$ cat config.mk
export PLATFORM = sky130hd
export DESIGN_NAME = pipe_hazard_ctrl
export DESIGN_NICKNAME = d
export VERILOG_FILES = /design/src/rtl/pipe_hazard_ctrl.sv
export SDC_FILE = /design/constraint.sdc
export NUM_CORES = 1
export LEC_CHECK = 0
export CAP_MARGIN = 25
export CORE_MARGIN = 3
export CORE_UTILIZATION = 26
export CTS_CLUSTER_DIAMETER = 40
export DETAILED_ROUTE_END_ITERATION = 6
export DONT_BUFFER_PORTS = 1
export GPL_TIMING_DRIVEN = 0
export PLACE_DENSITY = 0.5
export SLEW_MARGIN = 5
export SYNTH_ARGS = -nofsm -noshare
export SYNTH_HDL_FRONTEND = slang
export SYNTH_SLANG_ARGS = --single-unit
$ cat constraint.sdc
create_clock -name clk -period 1.5 [get_ports clk]
set_input_delay 0.15 -clock clk [delete_from_list [all_inputs] [get_ports clk]]
set_output_delay 0.15 -clock clk [all_outputs]
set_load 0.05 [all_outputs]
$ cat src/rtl/pipe_hazard_ctrl.sv
// pipe_hazard_ctrl: hazard and stall sequencer for the 5-stage RV32I pipeline.
// Drives pipeline-register enables/flushes, EX forwarding selects, and freezes
// the pipe while a variable-latency data memory is busy (with timeout detection).
// Optional feature macro: HAZARD_PERF_CNT_EN builds saturating stall/flush counters;
// when undefined, stall_cnt/flush_cnt are tied to zero and no counter flops exist.
module pipe_hazard_ctrl #(
    parameter int MEM_TIMEOUT = 15,
    parameter int CNT_W       = 32
) (
    input  logic             clk,
    input  logic             reset,
    input  logic [4:0]       id_rs1,
    input  logic [4:0]       id_rs2,
    input  logic             id_use_rs1,
    input  logic             id_use_rs2,
    input  logic [4:0]       ex_rs1,
    input  logic [4:0]       ex_rs2,
    input  logic [4:0]       ex_rd,
    input  logic             ex_regwrite,
    input  logic             ex_memread,
    input  logic [4:0]       mem_rd,
    input  logic             mem_regwrite,
    input  logic [4:0]       wb_rd,
    input  logic             wb_regwrite,
    input  logic             ex_branch_taken,
    input  logic             mem_req,
    input  logic             mem_ready,
    output logic             pc_en,
    output logic             ifid_en,
    output logic             idex_en,
    output logic             exmem_en,
    output logic             ifid_flush,
    output logic             idex_flush,
    output logic             memwb_bubble,
    output logic [1:0]       fwd_a,
    output logic [1:0]       fwd_b,
    output logic             mem_err,
    output logic [CNT_W-1:0] stall_cnt,
    output logic [CNT_W-1:0] flush_cnt
);

    typedef enum logic [1:0] {
        ST_RUN   = 2'd0,
        ST_WAIT  = 2'd1,
        ST_ERROR = 2'd2
    } state_t;

    state_t     r_state;
    logic [7:0] r_wcnt;
    logic       r_mem_err;

    logic w_mwait;
    logic w_lu;
    logic w_lu_eff;
    logic w_error;

    // EX operand source: MEM result beats WB result; x0 is never forwarded.
    function automatic logic [1:0] fwd_sel(
        input logic [4:0] rs,
        input logic [4:0] m_rd,
        input logic       m_rw,
        input logic [4:0] w_rd,
        input logic       w_rw
    );
        logic [1:0] sel;
        if (m_rw && (m_rd != 5'd0) && (m_rd == rs)) begin
            sel = 2'b10;
        end else if (w_rw && (w_rd != 5'd0) && (w_rd == rs)) begin
            sel = 2'b01;
        end else begin
            sel = 2'b00;
        end
        return sel;
    endfunction

    assign w_mwait  = mem_req & ~mem_ready;
    assign w_lu     = ex_memread & (ex_rd != 5'd0) &
                      ((id_use_rs1 & (ex_rd == id_rs1)) | (id_use_rs2 & (ex_rd == id_rs2)));
    // A taken branch kills the ID instruction, so its load-use stall is moot.
    assign w_lu_eff = w_lu & ~ex_branch_taken;
    assign w_error  = (r_state == ST_ERROR);
    assign mem_err  = r_mem_err;

    // Forwarding selects for both EX operands, independent of any stall.
    always_comb begin
        fwd_a = fwd_sel(ex_rs1, mem_rd, mem_regwrite, wb_rd, wb_regwrite);
        fwd_b = fwd_sel(ex_rs2, mem_rd, mem_regwrite, wb_rd, wb_regwrite);
    end

    // Enable/flush generation in priority order: error, memory wait, branch, load-use.
    always_comb begin
        pc_en        = 1'b1;
        ifid_en      = 1'b1;
        idex_en      = 1'b1;
        exmem_en     = 1'b1;
        ifid_flush   = 1'b0;
        idex_flush   = 1'b0;
        memwb_bubble = 1'b0;
        if (w_error || w_mwait) begin
            pc_en        = 1'b0;
            ifid_en      = 1'b0;
            idex_en      = 1'b0;
            exmem_en     = 1'b0;
            memwb_bubble = 1'b1;
        end else if (ex_branch_taken) begin
            ifid_flush = 1'b1;
            idex_flush = 1'b1;
        end else if (w_lu) begin
            pc_en      = 1'b0;
            ifid_en    = 1'b0;
            idex_flush = 1'b1;
        end else begin
            pc_en = 1'b1;
        end
    end

    // Memory-wait timer: counts consecutive wait cycles and latches the timeout error.
    always_ff @(posedge clk or negedge reset) begin
        if (!reset) begin
            r_state   <= ST_RUN;
            r_wcnt    <= 8'd0;
            r_mem_err <= 1'b0;
        end else begin
            case (r_state)
                ST_RUN: begin
                    if (w_mwait) begin
                        r_state <= ST_WAIT;
                        r_wcnt  <= 8'd1;
                    end else begin
                        r_wcnt  <= 8'd0;
                    end
                end
                ST_WAIT: begin
                    if (mem_ready || !mem_req) begin
                        r_state <= ST_RUN;
                        r_wcnt  <= 8'd0;
                    end else if (r_wcnt == 8'(MEM_TIMEOUT)) begin
                        r_state   <= ST_ERROR;
                        r_mem_err <= 1'b1;
                    end else begin
                        r_wcnt <= r_wcnt + 8'd1;
                    end
                end
                ST_ERROR: begin
                    r_mem_err <= 1'b1;
                end
                default: begin
                    r_state   <= ST_RUN;
                    r_wcnt    <= 8'd0;
                    r_mem_err <= 1'b0;
                end
            endcase
        end
    end

`ifdef HAZARD_PERF_CNT_EN
    logic [CNT_W-1:0] r_stall_cnt;
    logic [CNT_W-1:0] r_flush_cnt;
    logic             w_stall_ev;
    logic             w_flush_ev;

    assign w_stall_ev = w_lu_eff | w_mwait | w_error;
    assign w_flush_ev = ifid_flush | idex_flush;
    assign stall_cnt  = r_stall_cnt;
    assign flush_cnt  = r_flush_cnt;

    // Saturating performance counters for stall and flush cycles.
    always_ff @(posedge clk or negedge reset) begin
        if (!reset) begin
            r_stall_cnt <= {CNT_W{1'b0}};
            r_flush_cnt <= {CNT_W{1'b0}};
        end else begin
            if (w_stall_ev && (r_stall_cnt != {CNT_W{1'b1}})) begin
                r_stall_cnt <= r_stall_cnt + CNT_W'(1);
            end else begin
                r_stall_cnt <= r_stall_cnt;
            end
            if (w_flush_ev && (r_flush_cnt != {CNT_W{1'b1}})) begin
                r_flush_cnt <= r_flush_cnt + CNT_W'(1);
            end else begin
                r_flush_cnt <= r_flush_cnt;
            end
        end
    end
`else
    assign stall_cnt = {CNT_W{1'b0}};
    assign flush_cnt = {CNT_W{1'b0}};
`endif

endmodule
==> flow_summary.yaml <==
run_status:
  outcome: "complete, but fails checks"
  violations: "setup timing"
final_layout:
  diodes: 0
  drive_gt1_share_pct: 42.8
  postLayoutCoreUtil_pct: 41.1
  area_delta_synth_final_pct: 47.8
  num-nets-final: 329
synthesis:
  syn_inst: 195
  yosysSeqAreaShare_pct: 17.3
  synthSimpleGateAreaFrac_pct: 16.4
  synth_mux_area_share_pct: 1.34
  synth_largest_area_cell: "buf_4"
  synthAdderAreaFrac_pct: 3.15
  ys.flop_type: "dfrtp_1"
  synth_compound_area_share_pct: 12.1
  synth_common_cells: "buf_4 (66), xnor2_1 (16), xor2_1 (14)"
  ys_async_sr_fraction_pct: 100
  synth_xor_xnor_area_share_pct: 16.5
  synth_top_family_by_area: "buffers and inverters"
  synthDistinctLibCells: 38
  yosysTopAreaCellShare_pct: 31.2
  synth-edff-count: 0
  synth.area.top_cells: "buf_4 (31%), dfrtp_1 (17%), xnor2_1 (8.8%)"
  syn-cell-area_um2: 1590
  ys_ff_latch: 11
  synth_most_common_cell: "buf_4"
  yosysWarnings: 0
  syn_area_per_cell_um2: 8.14
floorplanning:
  die_y_um: 84.1
  die_area_um2: 7080
  rows: 27
  core_um2: 5710
  initial_core_util_pct: 27.8
  fp.dieW_um: 84.1
  io_pins: 122
critical_path:
  r2r_slack_ns: -0.04
  crit_path_end_kind: "primary output"
  cp.arrival_ns: 1.95
  path_max_fanout: 5
  reg2reg_depth: 8
  required_ns: 1.35
  startpoint_type: "flop"
  worstSetupPathType: "flop to primary output"
  worstReg2RegEnd: "r_wcnt[6]"
  reg2reg_from: "r_state[1]"
routing:
  drt_iter0_drc: 23
  drt_first_pass_iters: 4
  drc: 0
  wirelength_mm: 4.10
  vias: 1376
  post_drt_wl_per_cell_um: 11.7
  ant_nets: 0
  via_per_inst: 3.93
hold_path:
  hold_depth: 4
  hp-class: "input pin to flop"
  hp-start: "mem_ready"
  hold-path-endpoint: "r_state[0]"
place:
  place_hpwl_mm: 3.32
  pre_cts_ws_ns: -0.523
  gp_congestion: 0.771
  port_buffers: 0
timing:
  slew_violations: 0
  final.setup_skew_ns: 0.00164
  hold_violations: 0
  final.period_utilization_pct: 140
  worst_slew_pin_slew_ns: 0.862
  setup_viol: 11
  hold_ws_ns: 0.293
  setup-tns-final_ns: -2.87
  finalCriticalPeriod_ns: 2.10
  relSlewSlack_pct: 42.1
  setup_ws_ns: -0.595
  rsz0062_at_grt: "yes"
  fmaxAchievable_mhz: 477
power:
  power.leakage_nw: 1.17
  power_density_nw_per_um2: 749
  ir_drop_mv: 0.559
clock_tree:
  clk_latency_ns: 0.24
  cts_tree: "built"
  htreeDepth: 1
  clock-sinks: 11
  root_buffer: "clkbuf_8"
  cts_made_buffers: 3
  path_clk_slew_ns: 0.05
  cts_max_path_buffers: 2
global_routing:
  gr-usage-met1_pct: 13.4
  globalRouteOverflowTotal: 0
  grt_max_degree: 12
  grt_pass1_vias: 1342
  top_usage_layer: "met2"
  grt_use_met3_pct: 2.36
  grt_pass1_wl_mm: 6.50
  met2_usage_pct: 19.1
  grtUsageTotal_pct: 10.9
  antenna_found_initial: 0
job:
  maxCapViolCount: 0
repair_timing:
action | in CTS | in global routing
setup buffers | 12 | 5
pin swaps | 7 | 11
endpoints found under the setup margin | 19 | 19
hold buffers | 1 | 0
gates resized for setup | 18 | 22
endpoints found under the hold margin | 11 | 0
placed cells by master (no fill, tap or decap), types with 2 or more instances in the layout:
master	n
o22a_1	2
clkbuf_8	3
a31oi_1	2
xor2_1	14
o21ai_1	10
nor2b_1	3
a21oi_1	2
nand3_1	4
dfrtp_1	11
nor2_4	2
buf_6	3
nor2_1	5
conb_1	64
nand2_1	6
ha_4	3
or4_1	2
or4_4	2
xnor2_1	16
nand3b_1	3
nor4_4	4
nand4_1	4
buf_4	78
a21oi_2	4
per-stage QoR:
step                cell area (um^2)  std cells  power [mW]
floorplan                       1960        258        1.19
global placement                2050        330        1.25
detailed placement              2050        330        1.24
CTS                             2240        346        1.69
global route                    2350        350        1.86
finish                          2350        350        1.76
routing by layer:
layer / vias to the layer above / part of all wire (%)
li1: 702 / -
met1: 599 / 38
met2: 71 / 50
met3: 4 / 11
met4: 0 / 0.63
met5: - / 0
worst max-delay path: stages, from the launching register on:
cell	delay, ns
dfrtp_1	0.42
ha_4	0.19
or2_4	0.23
clkbuf_16	0.18
a41oi_4	0.45
buf_6	0.23
worst max-delay path by stage:
stage	from	endpoint	depth (start not counted)
2_1_floorplan	r_state[0]	pc_en	7
3_3_place_gp	r_state[0]	pc_en	7
3_5_place_dp	r_state[0]	pc_en	7
4_1_cts	r_state[0]	pc_en	6
5_1_grt	r_state[1]	pc_en	5
6_report	r_state[1]	pc_en	5
where the power goes:
part / switching, mW / internal (mW) / leakage [nW] / total, mW
registers: 0.0638 / 0.327 / 0.150 / 0.391
logic: 0.649 / 0.410 / 0.998 / 1.06
clock network: 0.119 / 0.187 / 0.0228 / 0.307
total: 0.832 / 0.924 / 1.17 / 1.76
area by class of cell:
cell class	count	area [um^2]
plain buffers	68	537
clock buffers	4	45.0
fillers	584	3360
inverters	4	21.3
multi-input cells	174	1240
flip-flops and latches	11	275
well taps	72	90.1
repair buffers	17	138
cells by family after synthesis:
| family | count (synthesis) |
|---|---|
| adder cells (fa/ha/maj) | 4 |
| other | 1 |
| flip-flops | 11 |
| AO/OA/AOI/OAI | 30 |
| buffers and inverters | 73 |
| multiplexers | 2 |
| AND/OR/NAND/NOR | 44 |
| XOR/XNOR | 30 |
sequential cells by signal (all words and copies together) (netlist names):
name / cells
mem_err: 1
r_state: 2
r_wcnt: 8
No activity file was read; power rests on OpenSTA's default activity.
